===== src/rtl/sort_input_buffer.sv =====
// Packet capture buffer in front of the bubble sorter: stores one sop/eop packet,
// hands it off with do_work_o, then serves sequential reads. Optional stats: SORT_IBUF_STATS_EN.
module sort_input_buffer #(
    parameter int DWIDTH = 8,
    parameter int AWIDTH = 4
) (
    input  logic              clk_i,
    input  logic              srst_i,
    input  logic [DWIDTH-1:0] data_i,
    input  logic              sop_i,
    input  logic              eop_i,
    input  logic              val_i,
    output logic              busy_o,
    output logic              do_work_o,
    output logic [AWIDTH-1:0] wrpntr_o,
    input  logic              rd_req_i,
    output logic [DWIDTH-1:0] rd_data_o,
    output logic              rd_val_o,
    input  logic              sort_done_i,
    output logic              ovf_o
`ifdef SORT_IBUF_STATS_EN
    ,
    output logic [15:0]       pkt_cnt_o,
    output logic [15:0]       drop_cnt_o
`endif
);

    localparam int DEPTH = 2 ** AWIDTH;
    localparam logic [1:0] IDLE = 2'd0, FILL = 2'd1, HAND = 2'd2, SORT = 2'd3;
    localparam logic [AWIDTH:0] PTR_ONE = 1;

    logic [1:0]        state;
    logic [DWIDTH-1:0] mem [DEPTH];
    // One extra bit so a full buffer (DEPTH words) is distinct from an empty one
    logic [AWIDTH:0]   wr_ptr, rd_ptr;
    logic              full, start, restart, hand, trunc, rd_hit, wr_en;
    logic [AWIDTH-1:0] wr_addr;

    assign full    = wr_ptr[AWIDTH];
    assign start   = (state == IDLE) && val_i && sop_i;
    assign restart = (state == FILL) && val_i && sop_i;
    assign hand    = eop_i && (start || ((state == FILL) && val_i));
    assign trunc   = (state == FILL) && val_i && !sop_i && eop_i && full;
    assign rd_hit  = (state == SORT) && rd_req_i && (rd_ptr <= {1'b0, wrpntr_o});
    assign wr_en   = start || restart || ((state == FILL) && val_i && !full);
    assign wr_addr = (start || restart) ? '0 : wr_ptr[AWIDTH-1:0];

    always_ff @(posedge clk_i) begin
        if (wr_en)
            mem[wr_addr] <= data_i;
    end

    always_ff @(posedge clk_i) begin
        if (srst_i) begin
            state     <= IDLE;
            wr_ptr    <= '0;
            rd_ptr    <= '0;
            busy_o    <= 1'b0;
            do_work_o <= 1'b0;
            wrpntr_o  <= '0;
            rd_data_o <= '0;
            rd_val_o  <= 1'b0;
            ovf_o     <= 1'b0;
        end else begin
            do_work_o <= hand;
            ovf_o     <= trunc;
            rd_val_o  <= rd_hit;
            if (rd_hit) begin
                rd_data_o <= mem[rd_ptr[AWIDTH-1:0]];
                rd_ptr    <= rd_ptr + PTR_ONE;
            end
            case (state)
                IDLE, FILL: begin
                    if (start || restart) begin
                        wr_ptr <= PTR_ONE;
                        state  <= FILL;
                    end else if ((state == FILL) && val_i && !full) begin
                        wr_ptr <= wr_ptr + PTR_ONE;
                    end
                    if (hand) begin
                        state  <= HAND;
                        busy_o <= 1'b1;
                        if (start || restart)
                            wrpntr_o <= '0;
                        else if (full)
                            wrpntr_o <= AWIDTH'(DEPTH - 1);
                        else
                            wrpntr_o <= wr_ptr[AWIDTH-1:0];
                    end
                end
                HAND: begin
                    state  <= SORT;
                    rd_ptr <= '0;
                end
                SORT: begin
                    // A read issued together with sort_done_i still completes above
                    if (sort_done_i) begin
                        state  <= IDLE;
                        busy_o <= 1'b0;
                        wr_ptr <= '0;
                    end
                end
                default: state <= IDLE;
            endcase
        end
    end

`ifdef SORT_IBUF_STATS_EN
    always_ff @(posedge clk_i) begin
        if (srst_i) begin
            pkt_cnt_o  <= '0;
            drop_cnt_o <= '0;
        end else begin
            if (hand)
                pkt_cnt_o <= pkt_cnt_o + 16'd1;
            if (restart || trunc)
                drop_cnt_o <= drop_cnt_o + 16'd1;
        end
    end
`endif

endmodule


===== config.mk =====
export PLATFORM = sky130hd
export DESIGN_NAME = sort_input_buffer
export DESIGN_NICKNAME = d
export VERILOG_FILES = /design/src/rtl/sort_input_buffer.sv
export SDC_FILE = /design/constraint.sdc
export NUM_CORES = 1
export LEC_CHECK = 0
export ABC_CLOCK_PERIOD_IN_PS = 4510
export BUFFER_PORTS_ARGS = -buffer_cell sky130_fd_sc_hd__buf_2
export CAP_MARGIN = 20
export CORE_MARGIN = 2
export CORE_UTILIZATION = 55
export DETAILED_ROUTE_END_ITERATION = 6
export GPL_ROUTABILITY_DRIVEN = 0
export PLACE_DENSITY = 0.69
export SETUP_SLACK_MARGIN = 0.05
export SLEW_MARGIN = 0
export SYNTH_ARGS = -nofsm -noshare
export SYNTH_HDL_FRONTEND = slang
export SYNTH_SLANG_ARGS = --single-unit

===== constraint.sdc =====
create_clock -name clk_i -period 4.51 [get_ports clk_i]
set_input_delay 0.451 -clock clk_i [delete_from_list [all_inputs] [get_ports clk_i]]
set_output_delay 0.451 -clock clk_i [all_outputs]
set_load 0.005 [all_outputs]

# --- After elaboration in Yosys (flattened, before gate mapping) ---
# Memories as Yosys holds them, arrays and structs flattened. A register that Yosys moved wholly into a read port is not among the register bits.
# Index checks and enable logic that the tools add are counted.
totals:
  register_bits: 20
  input_bits: 15
  memories: 1
  output_inout_bits: 16
  word_cells: 59
  ramBits: 128
classes:
  n_mux: 16
  n_reduce_logical: 24
  n_lt_le_gt_ge: 1
  n_addsub: 2
  n_eq_ne: 7
memory_table:
  columns: ["name", "words", "width", "rd", "rd_ports_with_merged_regs", "write_ports", "line_no", "source"]
  rows:
  - ["mem", 16, 8, 1, 1, 1, "33", "logic [DWIDTH-1:0] mem [DEPTH];"]
ops:
  columns: ["cell", "count"]
  rows:
  - ["$mux W5", 3]
  - ["$mux W4", 3]
  - ["$logic_and A1 B1 Y1", 11]
  - ["$add A5 B1 Y5 const B", 2]
  - ["$pmux W5 S2", 1]
  - ["$mux W2", 3]
  - ["$ne A3 B3 Y1 const B", 2]
  - ["$pmux W2 S3", 1]
  - ["$reduce_and A3 Y1", 2]
  - ["$le A5 B4 Y1", 1]
  - ["$eq A2 B2 Y1 const B", 2]
  - ["$mux W1", 4]
  - ["$ne A2 B2 Y1 const B", 2]
  - ["$reduce_and A2 Y1", 2]
  - ["$reduce_or A2 Y1", 2]
  - ["$logic_or A1 B1 Y1", 3]
  - ["$eq A2 B1 Y1 const B", 1]
  - ["$logic_not A1 Y1", 2]
  - ["$logic_not A2 Y1", 1]
  - ["$pmux W1 S2", 1]
  - ["$reduce_bool A2 Y1", 1]

# --- Logic depth before layout (Yosys ltp) ---
depth:
  ltp_word: 7
  ltp_mapped: 9
  ltp_nobuf: 7

# --- Worst setup path after synthesis ---
# OpenSTA, ideal clock, no wires.
synth_timing:
  path_type: "register to register"
  from: "register rd_ptr[0]"
  to: "register rd_ptr[3]"
  n_path_buf: 1
  t_arrival_ps: 2081
  path_stages_with_launch: 9
  setup_slack_ps: 2360
  t_required_ps: 4440
  synth_period_minus_slack_ps: 2150
  setup_ps: 70
  cell_sequence: "dfxtp_1 > clkbuf_1 > clkinv_1 > ha_1 > nand4_1 > nor2_1 > o2111ai_1 > or4_1 > a21oi_1"
synth_between:
  elab_chain_len: 2
  word_cells_on_any_way: 3
  classes_between: "add/sub: 1; order compare: 1; reduce/logical: 1"
synth_rtl:
  columns: ["element", "line_no", "source"]
  rows:
  - ["start, declared", "35", "logic [AWIDTH:0] wr_ptr, rd_ptr;"]
  - ["start signal, assigned", "70", "rd_ptr <= rd_ptr + PTR_ONE;"]
  - ["$le A5 B4 Y1", "44", "assign rd_hit = (state == SORT) && rd_req_i && (rd_ptr <= {1'b0, wrpntr_o});"]
  - ["$logic_and A1 B1 Y1", "44", null]
# Parallel ways exist; a longest one is shown, timed or not.
# A chain may end at the register's enable or synchronous reset.

# --- Worst setup path in the final report ---
# Same ends and word-level chain as after synthesis.

==> results.md <==
- Across all layers, the routed design uses 3503 vias.
- The wire length after detailed routing is around 12000 microns.
- The biggest fanout along the worst timing path is 21.
- The worst setup path is captured at a register.
- The path type of the worst min-delay path is input pin to register.
- The total routing usage reported by global routing is 21.03%.
- TritonCTS built the clock tree.
- The pin count of the biggest net entering global routing is 52.
- On the final layout, the worst clock skew is 5.081 ps.
- The initial antenna violation count is 0.
- The number of global-route vias before repair was about 3500.
- For this run, the post-layout net count is 458.
- The sequential cell area fraction in the yosys report is 70.68%.
- The number of iterations in the first detailed-routing pass is 5.
- In this run, the combinational gates consume around 2.9% of the power.
- For the worst-skew pair, the clock arrives at the later sink with an insertion delay of 420 ps.
- Of the cells placed in the final design, the portion with a size suffix greater than 1 is 21.56%.
- The ratio of final minimum period to clock period is 67.40%.
- By area the synthesized netlist is led by sky130_fd_sc_hd__edfxtp_1 62%, sky130_fd_sc_hd__dfxtp_1 9.0%, sky130_fd_sc_hd__mux4_2 8.7%.
- The filler cell count is 803.
- For the worst setup path, the data arrival time is roughly 3400 ps.
- The remaining max-slew budget at the tightest pin is roughly two fifths.
- In this run switching power makes up 20.53% of total power.
- The setup total negative slack is 0 ps.
- The upper clock frequency limit is approximately 330 MHz.
- For this configuration, the core starts out at a cell density of 56.98%.
- The area added between synthesis and finish is 12.45%.
- The element type at the critical path start is a register.
- The number of storage elements in the synthesis netlist is approximately 160.
- The post-synthesis cell type with the largest combined area is sky130_fd_sc_hd__edfxtp_1.
- Detailed placement finished with a half-perimeter wire length of 7747 microns.
- The start-to-end type of the worst setup path is register to register.
- The tool flagged a number of max-cap violations equal to 0.
- The Yosys step of the flow raised 0 warnings.
- The region available for standard cell placement spans 0.01094 sq mm.
- The library cell used as clock root buffer is sky130_fd_sc_hd__clkbuf_16.
- For the worst flop-to-flop path, the logic depth is 7.
- After clock tree synthesis, the clock-pin slew on the worst setup and hold paths is 60 ps.
- During I/O placement, the number of pins put on the boundary was 31.
- Sequential cells account for 53.6% of the total power.
- Setup violations remaining at the end of the flow were counted as 0.
- When the netlist entered floorplanning its net count stood at 431.
- Input and output buffers added on the ports amount to 30.
- The standard cell area after detailed placement is 0.006472 sq mm.
- The worst path needs 3040 ps of the cycle, external delays included.
- The number of clock sinks is 156.
- The count of final max-slew check failures was 0.
- Measured along the y axis, the die boundary spans 110.4 microns.
- Summing all multi-input logic gate instances after layout gives roughly 0.0017 sq mm.
- The post-cts hold buffer count is 0.
- Dividing the detail-routed via count by the number of cells gives 5.937.
- The required time reported for the critical path endpoint is 4870 ps.
- The chip width is around 110 microns.
- The run finished with clean final reports.
- The unique cell type count in the Yosys netlist is 41.
- After detailed routing, the number of remaining DRC violations is 0.
- The synthesized design devotes to its leading area cell type approximately three fifths of total area.
- In this run the power density over the cells is between 400 and 500 mW/mm^2.
- The remaining antenna violation count after routing is 0.
- The number of buffers inserted during clock tree synthesis is 17.
- The number of antenna diodes in the final layout is 0.
- The number of enable flip-flop cells after synthesis is 128.
- The post-CTS setup buffer count is 0.
- The area enclosed by the die boundary is 0.01220 sq mm.
- The first-pass GRT wire length is 19120 microns.
- The depth of the CTS H-tree is 4.
- Dividing the detail-routed wire length by the instance count gives approximately 20 microns.
- After routing the design area is 0.007007 sq mm.
- At the pin with the least slew margin, the transition time is just under 900 ps.
- The static leakage power is 0.002299 uW.
- The internal power of the cells totals 2341 uW.
- The switching power is slightly above 600 uW.
- Setup repair after global routing left no endpoint under its margin.
- The residual overflow from global routing is 0.
- Once the clock tree was built, the resizer swapped 0 gates to a different size.
- IR analysis of the VDD net gives a maximum drop of 0.3176 mV.
- The dominant register cell in the synthesized netlist is sky130_fd_sc_hd__edfxtp_1.
- The post-synthesis async set-or-reset flop share is 0%.
- The floorplan has 38 rows.
- The number of instances in the synthesized netlist is 410.
- The iteration-0 DRC count of the detailed router is 388.
- Across the whole layout, storage elements account for 0.004407 sq mm.
- The synthesized netlist occupies a cell area of 0.006231 sq mm.
- The maximum buffer depth of the clock tree is 2.
- In this run, the clock network consumes between 40 and 50% of the power.
- The mean instance size in the synthesized netlist is 15.20 sq um.
- Counting instances, the worst hold path has a depth of 2.
- The hold violation count in the final report was 0.
==> state kept, by name, summed over array words and instances (netlist names) <==
name and cells:
busy_o 1, ovf_o 1, wr_ptr 5, state 2, rd_ptr 5, wrpntr_o 4
rd_data_o 8, mem 128, do_work_o 1, rd_val_o 1
==> stage by stage <==
stage	hold WS, ps	cells	worst slack [ps]	util, %	total power (uW)
after detailed placement	454.5	558	1470	59.19	1694
after global placement	443.6	558	1586	59.19	1691
after global routing	304.5	590	1165	64.07	3030
after floorplan	452.7	410	2360	-	1652
final	307.4	590	1470	64.07	2946
after CTS	284.9	590	1458	64.07	2965
==> layer usage <==
layer,GRT usage (%),vias to the layer above,part of all wire (%)
met5,0,-,0
met4,8.750,0,2.1
met3,6.367,22,6.3
met2,31.66,111,46
met1,28.86,1739,45
li1,-,1631,-
==> cells in the mapped netlist, types with 2 or more instances <==
library cell / count
sky130_fd_sc_hd__mux4_2: 24
sky130_fd_sc_hd__dfxtp_1: 28
sky130_fd_sc_hd__buf_4: 2
sky130_fd_sc_hd__nor3_1: 17
sky130_fd_sc_hd__a21oi_1: 12
sky130_fd_sc_hd__o31ai_1: 2
sky130_fd_sc_hd__a21o_1: 3
sky130_fd_sc_hd__nand2_1: 43
sky130_fd_sc_hd__clkbuf_1: 16
sky130_fd_sc_hd__nor2_1: 36
sky130_fd_sc_hd__o211ai_1: 5
sky130_fd_sc_hd__nand3b_1: 4
sky130_fd_sc_hd__ha_1: 6
sky130_fd_sc_hd__nor2b_1: 10
sky130_fd_sc_hd__o22ai_1: 8
sky130_fd_sc_hd__edfxtp_1: 128
sky130_fd_sc_hd__mux2_2: 8
sky130_fd_sc_hd__nand3_1: 7
sky130_fd_sc_hd__buf_2: 6
sky130_fd_sc_hd__xnor2_1: 3
sky130_fd_sc_hd__a211oi_1: 17
sky130_fd_sc_hd__inv_1: 6
==> layout make-up <==
cell class	count	area share, %
multi-input cells	222	24.14
repair buffers	33	2.464
flip-flops and latches	156	62.89
clock inverters	14	1.500
well taps	140	2.500
clock buffers	18	6.125
inverters	7	0.3750
==> power groups by stage <==
stage	Combinational [uW]	Sequential [uW]	Clock [uW]
after CTS	85.2	1580	1300
after global placement	81.9	1610	0
after detailed placement	84.7	1610	0
final	85.4	1580	1280
after floorplan	49.7	1600	0
after global routing	94.4	1580	1360
==> kinds of logic after synthesis <==
group                    synth area share, %
buffers and inverters                  2.169
AO/OA/AOI/OAI                          6.546
AND/OR/NAND/NOR                        8.856
flip-flops                             70.68
adder cells (fa/ha/maj)                1.205
XOR/XNOR                              0.4218
multiplexers                           10.12
==> worst max-delay path: stages (launching register included) <==
cell	delay [ps]
sky130_fd_sc_hd__dfxtp_1	770
sky130_fd_sc_hd__clkinv_1	410
sky130_fd_sc_hd__ha_1	390
sky130_fd_sc_hd__nand4_1	70
sky130_fd_sc_hd__nor2_1	150
sky130_fd_sc_hd__o2111ai_1	420
sky130_fd_sc_hd__or4_1	610
sky130_fd_sc_hd__a21oi_1	140
==> cells in the final DEF (no fill, tap or decap), drive strengths merged, types with 2 or more instances in the layout <==
| master | count |
|---|---|
| nor2b | 10 |
| clkbuf | 18 |
| nor3 | 17 |
| a211oi | 17 |
| nand2 | 43 |
| nand3b | 4 |
| o22ai | 8 |
| a21oi | 12 |
| nor2 | 36 |
| o211ai | 5 |
| a21o | 3 |
| mux2 | 8 |
| mux4 | 24 |
| xnor2 | 3 |
| clkinvlp | 4 |
| clkinv | 10 |
| nand3 | 7 |
| dfxtp | 28 |
| edfxtp | 128 |
| buf | 33 |
| a21boi | 2 |
| a2111oi | 2 |
| inv | 6 |
| o31ai | 2 |
| ha | 6 |
==> path summary, 6_finish.rpt <==
kind	startpoint	to	slack, ps
worst min-delay path	sop_i	ovf_o	310
worst max register to register	rd_ptr[0]	rd_ptr[3]	1470
worst max-delay path	rd_ptr[0]	rd_ptr[3]	1470
worst min register to register	busy_o	busy_o	450
Power figures use the tool's default switching activity.
